==> src/rtl/matmul_pkg.sv <==
// Shared types and default array geometry for the matmul sequencer slice.
package matmul_pkg;

    localparam int MAT_N     = 4;
    localparam int DRAIN_CYC = 7;

    typedef enum logic [2:0] {
        IDLE,
        FETCH,
        DRAIN,
        STORE,
        DONE
    } seq_state_t;

endpackage

==> src/rtl/matmul_seq_ctrl_if.sv <==
// Control/status and BRAM address bundle between apb_slave, the sequencer and the BRAMs.
interface matmul_seq_ctrl_if #(
    parameter int AWIDTH            = 10,
    parameter int ADDR_STRIDE_WIDTH = 8
);
    logic                         start;
    logic [AWIDTH-1:0]            address_mat_a;
    logic [AWIDTH-1:0]            address_mat_b;
    logic [AWIDTH-1:0]            address_mat_c;
    logic [ADDR_STRIDE_WIDTH-1:0] address_stride_a;
    logic [ADDR_STRIDE_WIDTH-1:0] address_stride_b;
    logic [ADDR_STRIDE_WIDTH-1:0] address_stride_c;

    logic [AWIDTH-1:0]            a_addr;
    logic [AWIDTH-1:0]            b_addr;
    logic [AWIDTH-1:0]            c_addr;
    logic                         a_en;
    logic                         b_en;
    logic                         c_we;
    logic                         busy;
    logic                         done;
    logic                         exceptions;

    modport master (
        output start, address_mat_a, address_mat_b, address_mat_c,
               address_stride_a, address_stride_b, address_stride_c,
        input  a_addr, b_addr, c_addr, a_en, b_en, c_we, busy, done, exceptions
    );

    modport slave (
        input  start, address_mat_a, address_mat_b, address_mat_c,
               address_stride_a, address_stride_b, address_stride_c,
        output a_addr, b_addr, c_addr, a_en, b_en, c_we, busy, done, exceptions
    );

endinterface

==> src/rtl/matmul_addr_gen.sv <==
// Strided row address generator: latches base/stride on load, emits one address per step.
// Latency: addr is registered, valid the cycle after step; ovf is combinational from base/stride.
// No backpressure: step advances unconditionally; addr returns to 0 when not stepping.
module matmul_addr_gen
    import matmul_pkg::*;
#(
    parameter int AWIDTH            = 10,
    parameter int ADDR_STRIDE_WIDTH = 8
) (
    input  logic                         PCLK,
    input  logic                         PRESETn,
    input  logic                         load,
    input  logic                         step,
    input  logic [AWIDTH-1:0]            base,
    input  logic [ADDR_STRIDE_WIDTH-1:0] stride,
    output logic [AWIDTH-1:0]            addr,
    output logic                         ovf
);

    localparam int CW = $clog2(MAT_N);
    localparam int EW = ((AWIDTH > ADDR_STRIDE_WIDTH + CW) ? AWIDTH : ADDR_STRIDE_WIDTH + CW) + 1;

    logic [EW-1:0]                end_w;
    logic [AWIDTH-1:0]            nxt_q;
    logic [ADDR_STRIDE_WIDTH-1:0] stride_q;
    logic [AWIDTH-1:0]            cur;
    logic [ADDR_STRIDE_WIDTH-1:0] cur_stride;

    // Last row address at full width; any bit above AWIDTH means the pass would wrap.
    assign end_w = EW'(base) + EW'(stride) * EW'(MAT_N - 1);
    assign ovf   = |end_w[EW-1:AWIDTH];

    // A load and the first step may coincide, so the live base/stride bypass the latches.
    always_comb begin
        cur        = load ? base   : nxt_q;
        cur_stride = load ? stride : stride_q;
    end

    always_ff @(posedge PCLK or negedge PRESETn) begin
        if (!PRESETn) begin
            addr     <= '0;
            nxt_q    <= '0;
            stride_q <= '0;
        end else begin
            addr     <= step ? cur : '0;
            nxt_q    <= step ? cur + AWIDTH'(cur_stride) : cur;
            stride_q <= cur_stride;
        end
    end

endmodule

==> src/rtl/matmul_seq_ctrl.sv <==
// Sequences one systolic matmul pass: MAT_N A/B fetches, DRAIN_CYC idle, MAT_N C stores, then done.
// Latency: first fetch one cycle after the start edge; done 2*MAT_N+DRAIN_CYC+1 cycles after it.
// No backpressure: BRAM accesses are fire-and-forget; done holds until start is dropped.
module matmul_seq_ctrl
    import matmul_pkg::*;
#(
    parameter int AWIDTH            = 10,
    parameter int ADDR_STRIDE_WIDTH = 8
) (
    input  logic              PCLK,
    input  logic              PRESETn,
    matmul_seq_ctrl_if.slave  bus
);

    localparam int KW = $clog2(MAT_N);
    localparam int DW = $clog2(DRAIN_CYC + 1);

    seq_state_t        state, next_state;
    logic [KW-1:0]     k_q, k_nxt;
    logic [DW-1:0]     dcnt_q, dcnt_nxt;
    logic              start_q;
    logic              armed_q;
    logic              exc_q, exc_nxt;
    logic              launch;
    logic              any_ovf;
    logic              ovf_a, ovf_b, ovf_c;
    logic [AWIDTH-1:0] addr_a, addr_b, addr_c;
    logic              en_q, we_q, busy_q, done_q;

    // armed_q stays low until start is seen low, so a start held across reset cannot launch.
    assign launch  = (state == IDLE) & bus.start & ~start_q & armed_q;
    assign any_ovf = ovf_a | ovf_b | ovf_c;

    always_comb begin
        next_state = state;
        k_nxt      = k_q;
        dcnt_nxt   = dcnt_q;
        exc_nxt    = exc_q;
        case (state)
            IDLE: begin
                if (launch) begin
                    exc_nxt    = any_ovf;
                    next_state = any_ovf ? DONE : FETCH;
                    k_nxt      = '0;
                end
            end
            FETCH: begin
                if (k_q == KW'(MAT_N - 1)) begin
                    next_state = DRAIN;
                    dcnt_nxt   = '0;
                end else begin
                    k_nxt = k_q + KW'(1);
                end
            end
            DRAIN: begin
                if (dcnt_q == DW'(DRAIN_CYC - 1)) begin
                    next_state = STORE;
                    k_nxt      = '0;
                end else begin
                    dcnt_nxt = dcnt_q + DW'(1);
                end
            end
            STORE: begin
                if (k_q == KW'(MAT_N - 1)) begin
                    next_state = DONE;
                end else begin
                    k_nxt = k_q + KW'(1);
                end
            end
            DONE: begin
                if (!bus.start) begin
                    next_state = IDLE;
                end
            end
            default: next_state = IDLE;
        endcase
    end

    // Status outputs are decoded from next_state so they line up with the registered addresses.
    always_ff @(posedge PCLK or negedge PRESETn) begin
        if (!PRESETn) begin
            state   <= IDLE;
            k_q     <= '0;
            dcnt_q  <= '0;
            start_q <= 1'b0;
            armed_q <= 1'b0;
            exc_q   <= 1'b0;
            en_q    <= 1'b0;
            we_q    <= 1'b0;
            busy_q  <= 1'b0;
            done_q  <= 1'b0;
        end else begin
            state   <= next_state;
            k_q     <= k_nxt;
            dcnt_q  <= dcnt_nxt;
            start_q <= bus.start;
            armed_q <= armed_q | ~bus.start;
            exc_q   <= exc_nxt;
            en_q    <= (next_state == FETCH);
            we_q    <= (next_state == STORE);
            busy_q  <= (next_state == FETCH) | (next_state == DRAIN) | (next_state == STORE);
            done_q  <= (next_state == DONE);
        end
    end

    matmul_addr_gen #(.AWIDTH(AWIDTH), .ADDR_STRIDE_WIDTH(ADDR_STRIDE_WIDTH)) u_gen_a (
        .PCLK    (PCLK),
        .PRESETn (PRESETn),
        .load    (launch),
        .step    (next_state == FETCH),
        .base    (bus.address_mat_a),
        .stride  (bus.address_stride_a),
        .addr    (addr_a),
        .ovf     (ovf_a)
    );

    matmul_addr_gen #(.AWIDTH(AWIDTH), .ADDR_STRIDE_WIDTH(ADDR_STRIDE_WIDTH)) u_gen_b (
        .PCLK    (PCLK),
        .PRESETn (PRESETn),
        .load    (launch),
        .step    (next_state == FETCH),
        .base    (bus.address_mat_b),
        .stride  (bus.address_stride_b),
        .addr    (addr_b),
        .ovf     (ovf_b)
    );

    matmul_addr_gen #(.AWIDTH(AWIDTH), .ADDR_STRIDE_WIDTH(ADDR_STRIDE_WIDTH)) u_gen_c (
        .PCLK    (PCLK),
        .PRESETn (PRESETn),
        .load    (launch),
        .step    (next_state == STORE),
        .base    (bus.address_mat_c),
        .stride  (bus.address_stride_c),
        .addr    (addr_c),
        .ovf     (ovf_c)
    );

    assign bus.a_addr     = addr_a;
    assign bus.b_addr     = addr_b;
    assign bus.c_addr     = addr_c;
    assign bus.a_en       = en_q;
    assign bus.b_en       = en_q;
    assign bus.c_we       = we_q;
    assign bus.busy       = busy_q;
    assign bus.done       = done_q;
    assign bus.exceptions = exc_q;

endmodule

==> src/flat_wrapper.sv <==
// flat-port wrapper written by rule: the top's interface ports become plain ports
module matmul_seq_ctrl_flat import matmul_pkg::*;
#(
    parameter int AWIDTH            = 10,
    parameter int ADDR_STRIDE_WIDTH = 8
)
  (PCLK, PRESETn, bus_start, bus_address_mat_a, bus_address_mat_b, bus_address_mat_c, bus_address_stride_a, bus_address_stride_b, bus_address_stride_c, bus_a_addr, bus_b_addr, bus_c_addr, bus_a_en, bus_b_en, bus_c_we, bus_busy, bus_done, bus_exceptions);
  matmul_seq_ctrl_if #(.AWIDTH(AWIDTH), .ADDR_STRIDE_WIDTH(ADDR_STRIDE_WIDTH)) bus_i ();
  input  logic PCLK;
  input  logic PRESETn;
  input wire logic [$bits(bus_i.start)-1:0] bus_start;
  input wire logic [$bits(bus_i.address_mat_a)-1:0] bus_address_mat_a;
  input wire logic [$bits(bus_i.address_mat_b)-1:0] bus_address_mat_b;
  input wire logic [$bits(bus_i.address_mat_c)-1:0] bus_address_mat_c;
  input wire logic [$bits(bus_i.address_stride_a)-1:0] bus_address_stride_a;
  input wire logic [$bits(bus_i.address_stride_b)-1:0] bus_address_stride_b;
  input wire logic [$bits(bus_i.address_stride_c)-1:0] bus_address_stride_c;
  output wire logic [$bits(bus_i.a_addr)-1:0] bus_a_addr;
  output wire logic [$bits(bus_i.b_addr)-1:0] bus_b_addr;
  output wire logic [$bits(bus_i.c_addr)-1:0] bus_c_addr;
  output wire logic [$bits(bus_i.a_en)-1:0] bus_a_en;
  output wire logic [$bits(bus_i.b_en)-1:0] bus_b_en;
  output wire logic [$bits(bus_i.c_we)-1:0] bus_c_we;
  output wire logic [$bits(bus_i.busy)-1:0] bus_busy;
  output wire logic [$bits(bus_i.done)-1:0] bus_done;
  output wire logic [$bits(bus_i.exceptions)-1:0] bus_exceptions;
  assign bus_i.start = bus_start;
  assign bus_i.address_mat_a = bus_address_mat_a;
  assign bus_i.address_mat_b = bus_address_mat_b;
  assign bus_i.address_mat_c = bus_address_mat_c;
  assign bus_i.address_stride_a = bus_address_stride_a;
  assign bus_i.address_stride_b = bus_address_stride_b;
  assign bus_i.address_stride_c = bus_address_stride_c;
  assign bus_a_addr = bus_i.a_addr;
  assign bus_b_addr = bus_i.b_addr;
  assign bus_c_addr = bus_i.c_addr;
  assign bus_a_en = bus_i.a_en;
  assign bus_b_en = bus_i.b_en;
  assign bus_c_we = bus_i.c_we;
  assign bus_busy = bus_i.busy;
  assign bus_done = bus_i.done;
  assign bus_exceptions = bus_i.exceptions;
  matmul_seq_ctrl #(.AWIDTH(AWIDTH), .ADDR_STRIDE_WIDTH(ADDR_STRIDE_WIDTH)) u_core (.PCLK(PCLK), .PRESETn(PRESETn), .bus(bus_i));
endmodule
==> config.mk <==
export PLATFORM = sky130hd
export DESIGN_NAME = matmul_seq_ctrl_flat
export DESIGN_NICKNAME = d
export VERILOG_FILES = /design/src/rtl/matmul_pkg.sv /design/src/rtl/matmul_seq_ctrl_if.sv /design/src/rtl/matmul_addr_gen.sv /design/src/rtl/matmul_seq_ctrl.sv /design/src/flat_wrapper.sv
export SDC_FILE = /design/constraint.sdc
export NUM_CORES = 1
export LEC_CHECK = 0
export BUFFER_PORTS_ARGS = -buffer_cell sky130_fd_sc_hd__clkbuf_2
export CORE_AREA = 2 2 113 115
export DETAILED_ROUTE_END_ITERATION = 8
export DIE_AREA = 0 0 115 117
export GPL_ROUTABILITY_DRIVEN = 0
export GPL_TIMING_DRIVEN = 0
export PLACE_DENSITY = 0.8
export REMOVE_ABC_BUFFERS = 1
export SLEW_MARGIN = 15
export SYNTH_ARGS = -nofsm -noshare
export SYNTH_HDL_FRONTEND = slang
export SYNTH_SLANG_ARGS = --single-unit
export TNS_END_PERCENT = 100
==> constraint.sdc <==
create_clock -name PCLK -period 4.15 [get_ports PCLK]
set_input_delay 0.415 -clock PCLK [delete_from_list [all_inputs] [get_ports PCLK]]
set_output_delay 0.415 -clock PCLK [all_outputs]
set_load 0.1 [all_outputs]
==> results.cfg <==
[timing]
post-route-period-util_pct = 84.5
rsz0062_at_grt = false
worst_pin_slew_ns = 0.847
fin_worst_skew_ns = 0.00837
slew-limit-headroom_pct = 43.4
min_period_ns = 3.50
hold_viol = 0
setup_viol = 0
slew_violations = 0
max_freq_ghz = 0.285

[synthesis]
synth_cell_types = 52
synth_top_area_share_pct = 41.3
synthFlopType = dfrtp_1
ys_ff_latch = 99
synth_top_area_cell = dfrtp_1
async_flop_share_pct = 100
yosysSeqAreaShare_pct = 41.3
synth_most_common_cell = dfrtp_1
synth_commonest_cells = dfrtp_1, inv_1, nor2_1
synthCells = 607
synth-edff-count = 0
synth.avg_cell_area_um2 = 9.89
syn_area_um2 = 6000
synthTopCellsByArea = dfrtp_1, ha_1, fa_1
yosys_warnings = 0

[critical_path]
path_max_fanout = 18
worst_setup_path_start_kind = flop
worstPathArrival_ns = 3.78
crit_required_ns = 4.42
max_stage_delay_ns = 0.48
crit_type = flop to flop
slowest_stage = dfrtp_1
crit_path_cell_trace = nor4b_2 -> nand3b_1 -> buf_6 -> buf_8 -> mux2i_1 -> inv_1 -> ha_1 -> a211oi_1 -> nor2_1 -> o31a_1 -> or2_1 -> or3_1 -> nand4_1 -> xor2_1
endpoint_kind = flop
crit_family = simple AND/OR/NAND/NOR gates
critical_path_buf_inv_count = 3

[routing]
drt_wl_total_um = 12700
viasPerCell = 5.16
top_layer = met4
wl_met3_um = 523
drtIter0Drc = 201
final_antenna_net_count = 0
wl_per_cell_um = 14.8
route.met2.wl_um = 6330
drcViolationCount = 0
vias = 4413
firstDrtPassIters = 4
drt-met1-wl_um = 5580

[global_routing]
grt_max_degree = 99
grt_pass1_vias = 4660
gr-usage-all-layers_pct = 20.3
gr-total-overflow = 0
grt_pass1_wl_um = 21400
antenna_found_initial = 0

[cells_and_area]
drive_above_1_share_pct = 18.6
area_growth_pct = 16.4
n_antenna_cell = 0
nets = 836
fillers = 1076
utilization_pct = 56.7

[power_and_ir_drop]
total_power_mw = 5.56
switching_share_pct = 47.3
power_switching_mw = 2.63
leakagePower_nw = 3.89
power_density_nw_per_um2 = 796
internal_power_mw = 2.93
p_clk_share_pct = 15.9
pwr-share-seq_pct = 26.6
ir_drop_mv = 0.497
comb_power_share_pct = 57.4

[place]
hpwl_um = 9520
portBuffers = 92

[worst_hold_path]
hold_class = input port to flop

[clock_tree]
cts-root-buf = clkbuf_16
cts_buffers = 9
cts_num_sinks = 99
clk_latency_ns = 0.35
clockBufferDepth = 2
path_clk_slew_ns = 0.07
cts_max_level = 3
cts_tree = yes

[floorplanning]
ioPinCount = 93
core-area_um2 = 12300
rows = 41
initial_utilization_pct = 48.8
die_area_um2 = 13500
die_w_um = 115
die_h_um = 117

[run_status]
outcome = complete, no violations

[job]
drv_cap = 0
## routing by layer
layer | vias up | track usage [%]
met3 | 18 | 3.96
met4 | 0 | 7.47
li1 | 2182 | -
met1 | 2130 | 26.1
met2 | 83 | 34.4
met5 | - | 0
## kinds of logic after synthesis
| kind of cell | Yosys count | synth area share (%) |
|---|---|---|
| simple gates | 155 | 11.8 |
| compound gates | 110 | 11.1 |
| buf+inv | 106 | 7.07 |
| flops | 99 | 41.3 |
| fa+ha+maj | 78 | 19.3 |
| mux | 42 | 7.11 |
| xor+xnor | 17 | 2.48 |
## metrics by stage
step	std cells	setup TNS [ns]	hold WS, ns	instance area [um2]	worst slack (ns)
5_1_grt	856	0	0.219	6990	0.367
2_1_floorplan	591	-9.07	0.119	5920	-0.797
4_1_cts	855	0	0.206	6980	0.0226
3_3_place_gp	833	-78.16	0.451	6570	-2.08
3_5_place_dp	838	0	0.222	6650	0.0463
6_report	856	0	0.211	6990	0.645
## power by group through the flow
stage / logic [mW] / clock network (mW) / registers (mW)
5_1_grt: 3.54 / 0.948 / 1.52
2_1_floorplan: 1.80 / 0 / 2.23
3_5_place_dp: 3.15 / 0 / 1.50
3_3_place_gp: 3.02 / 0 / 1.48
6_report: 3.19 / 0.886 / 1.48
4_1_cts: 3.19 / 0.900 / 1.48
## worst reg2reg max path: stages (launching register included)
cell and delay (ns):
dfrtp_1 0.48, nor4b_2 0.28, nand3b_1 0.15, buf_6 0.20
buf_8 0.17, mux2i_1 0.35, inv_1 0.09, ha_1 0.30
a211oi_1 0.22, nor2_1 0.10, o31a_1 0.27, or2_1 0.24
or3_1 0.32, nand4_1 0.12, xor2_1 0.15
## flip-flops by register name, indices dropped and copies added, names as in the netlist, 3 cells and up
register	count
u_core.u_gen_c.nxt_q	10
u_core.u_gen_b.nxt_q	10
u_core.state	3
u_core.u_gen_a.stride_q	8
u_core.u_gen_a.nxt_q	10
u_core.u_gen_c.stride_q	8
u_core.dcnt_q	3
u_core.u_gen_a.addr	10
u_core.u_gen_b.addr	10
u_core.u_gen_b.stride_q	8
u_core.u_gen_c.addr	10
## cell type report
| cell class | instances | area, um2 | area share (%) |
|---|---|---|---|
| clock inverter | 3 | 45.0 | 0.645 |
| multi-input combinational | 402 | 3100 | 44.4 |
| sequential | 99 | 2480 | 35.5 |
| tap | 150 | 188 | 2.69 |
| inverter | 90 | 338 | 4.84 |
| timing repair buffer | 99 | 567 | 8.11 |
| clock buffer | 13 | 270 | 3.87 |
## final timing paths
path / startpoint / end / slack (ns) / depth (start not counted)
max: u_core.state[0] / u_core.u_gen_a.nxt_q[9] / 0.65 / 14
min: bus_start / u_core.start_q / 0.21 / 1
max reg2reg: u_core.state[0] / u_core.u_gen_a.nxt_q[9] / 0.65 / 14
min reg2reg: u_core.armed_q / u_core.armed_q / 0.47 / 1
max in group asynchronous: PRESETn / u_core.dcnt_q[1] / 3.10 / 3
min in group asynchronous: PRESETn / u_core.u_gen_c.addr[3] / 0.42 / 2
## placed cells by master (no fill, tap or decap), types with 4 or more instances in the layout
cell type / count
nor2b_1: 4
clkbuf_8: 4
mux2_2: 5
fa_1: 24
nand2_1: 48
o31ai_1: 5
o21a_1: 5
ha_1: 54
xnor2_1: 6
nand4_1: 5
nor3_1: 6
clkbuf_16: 9
o21ai_0: 34
clkbuf_2: 91
xor2_1: 11
dfrtp_1: 99
nor2_1: 63
a21oi_1: 39
nand2b_1: 4
inv_1: 87
a21o_1: 8
nand3_1: 6
mux2i_1: 37
## timing repair
item / CTS / global route
buffers inserted: 0 / 1
resized for setup: 0 / 0
setup endpoints to repair: 0 / 12
hold endpoints to repair: 1 / 0
hold buffers: 1 / 0
(Power assumes the default switching activity.)
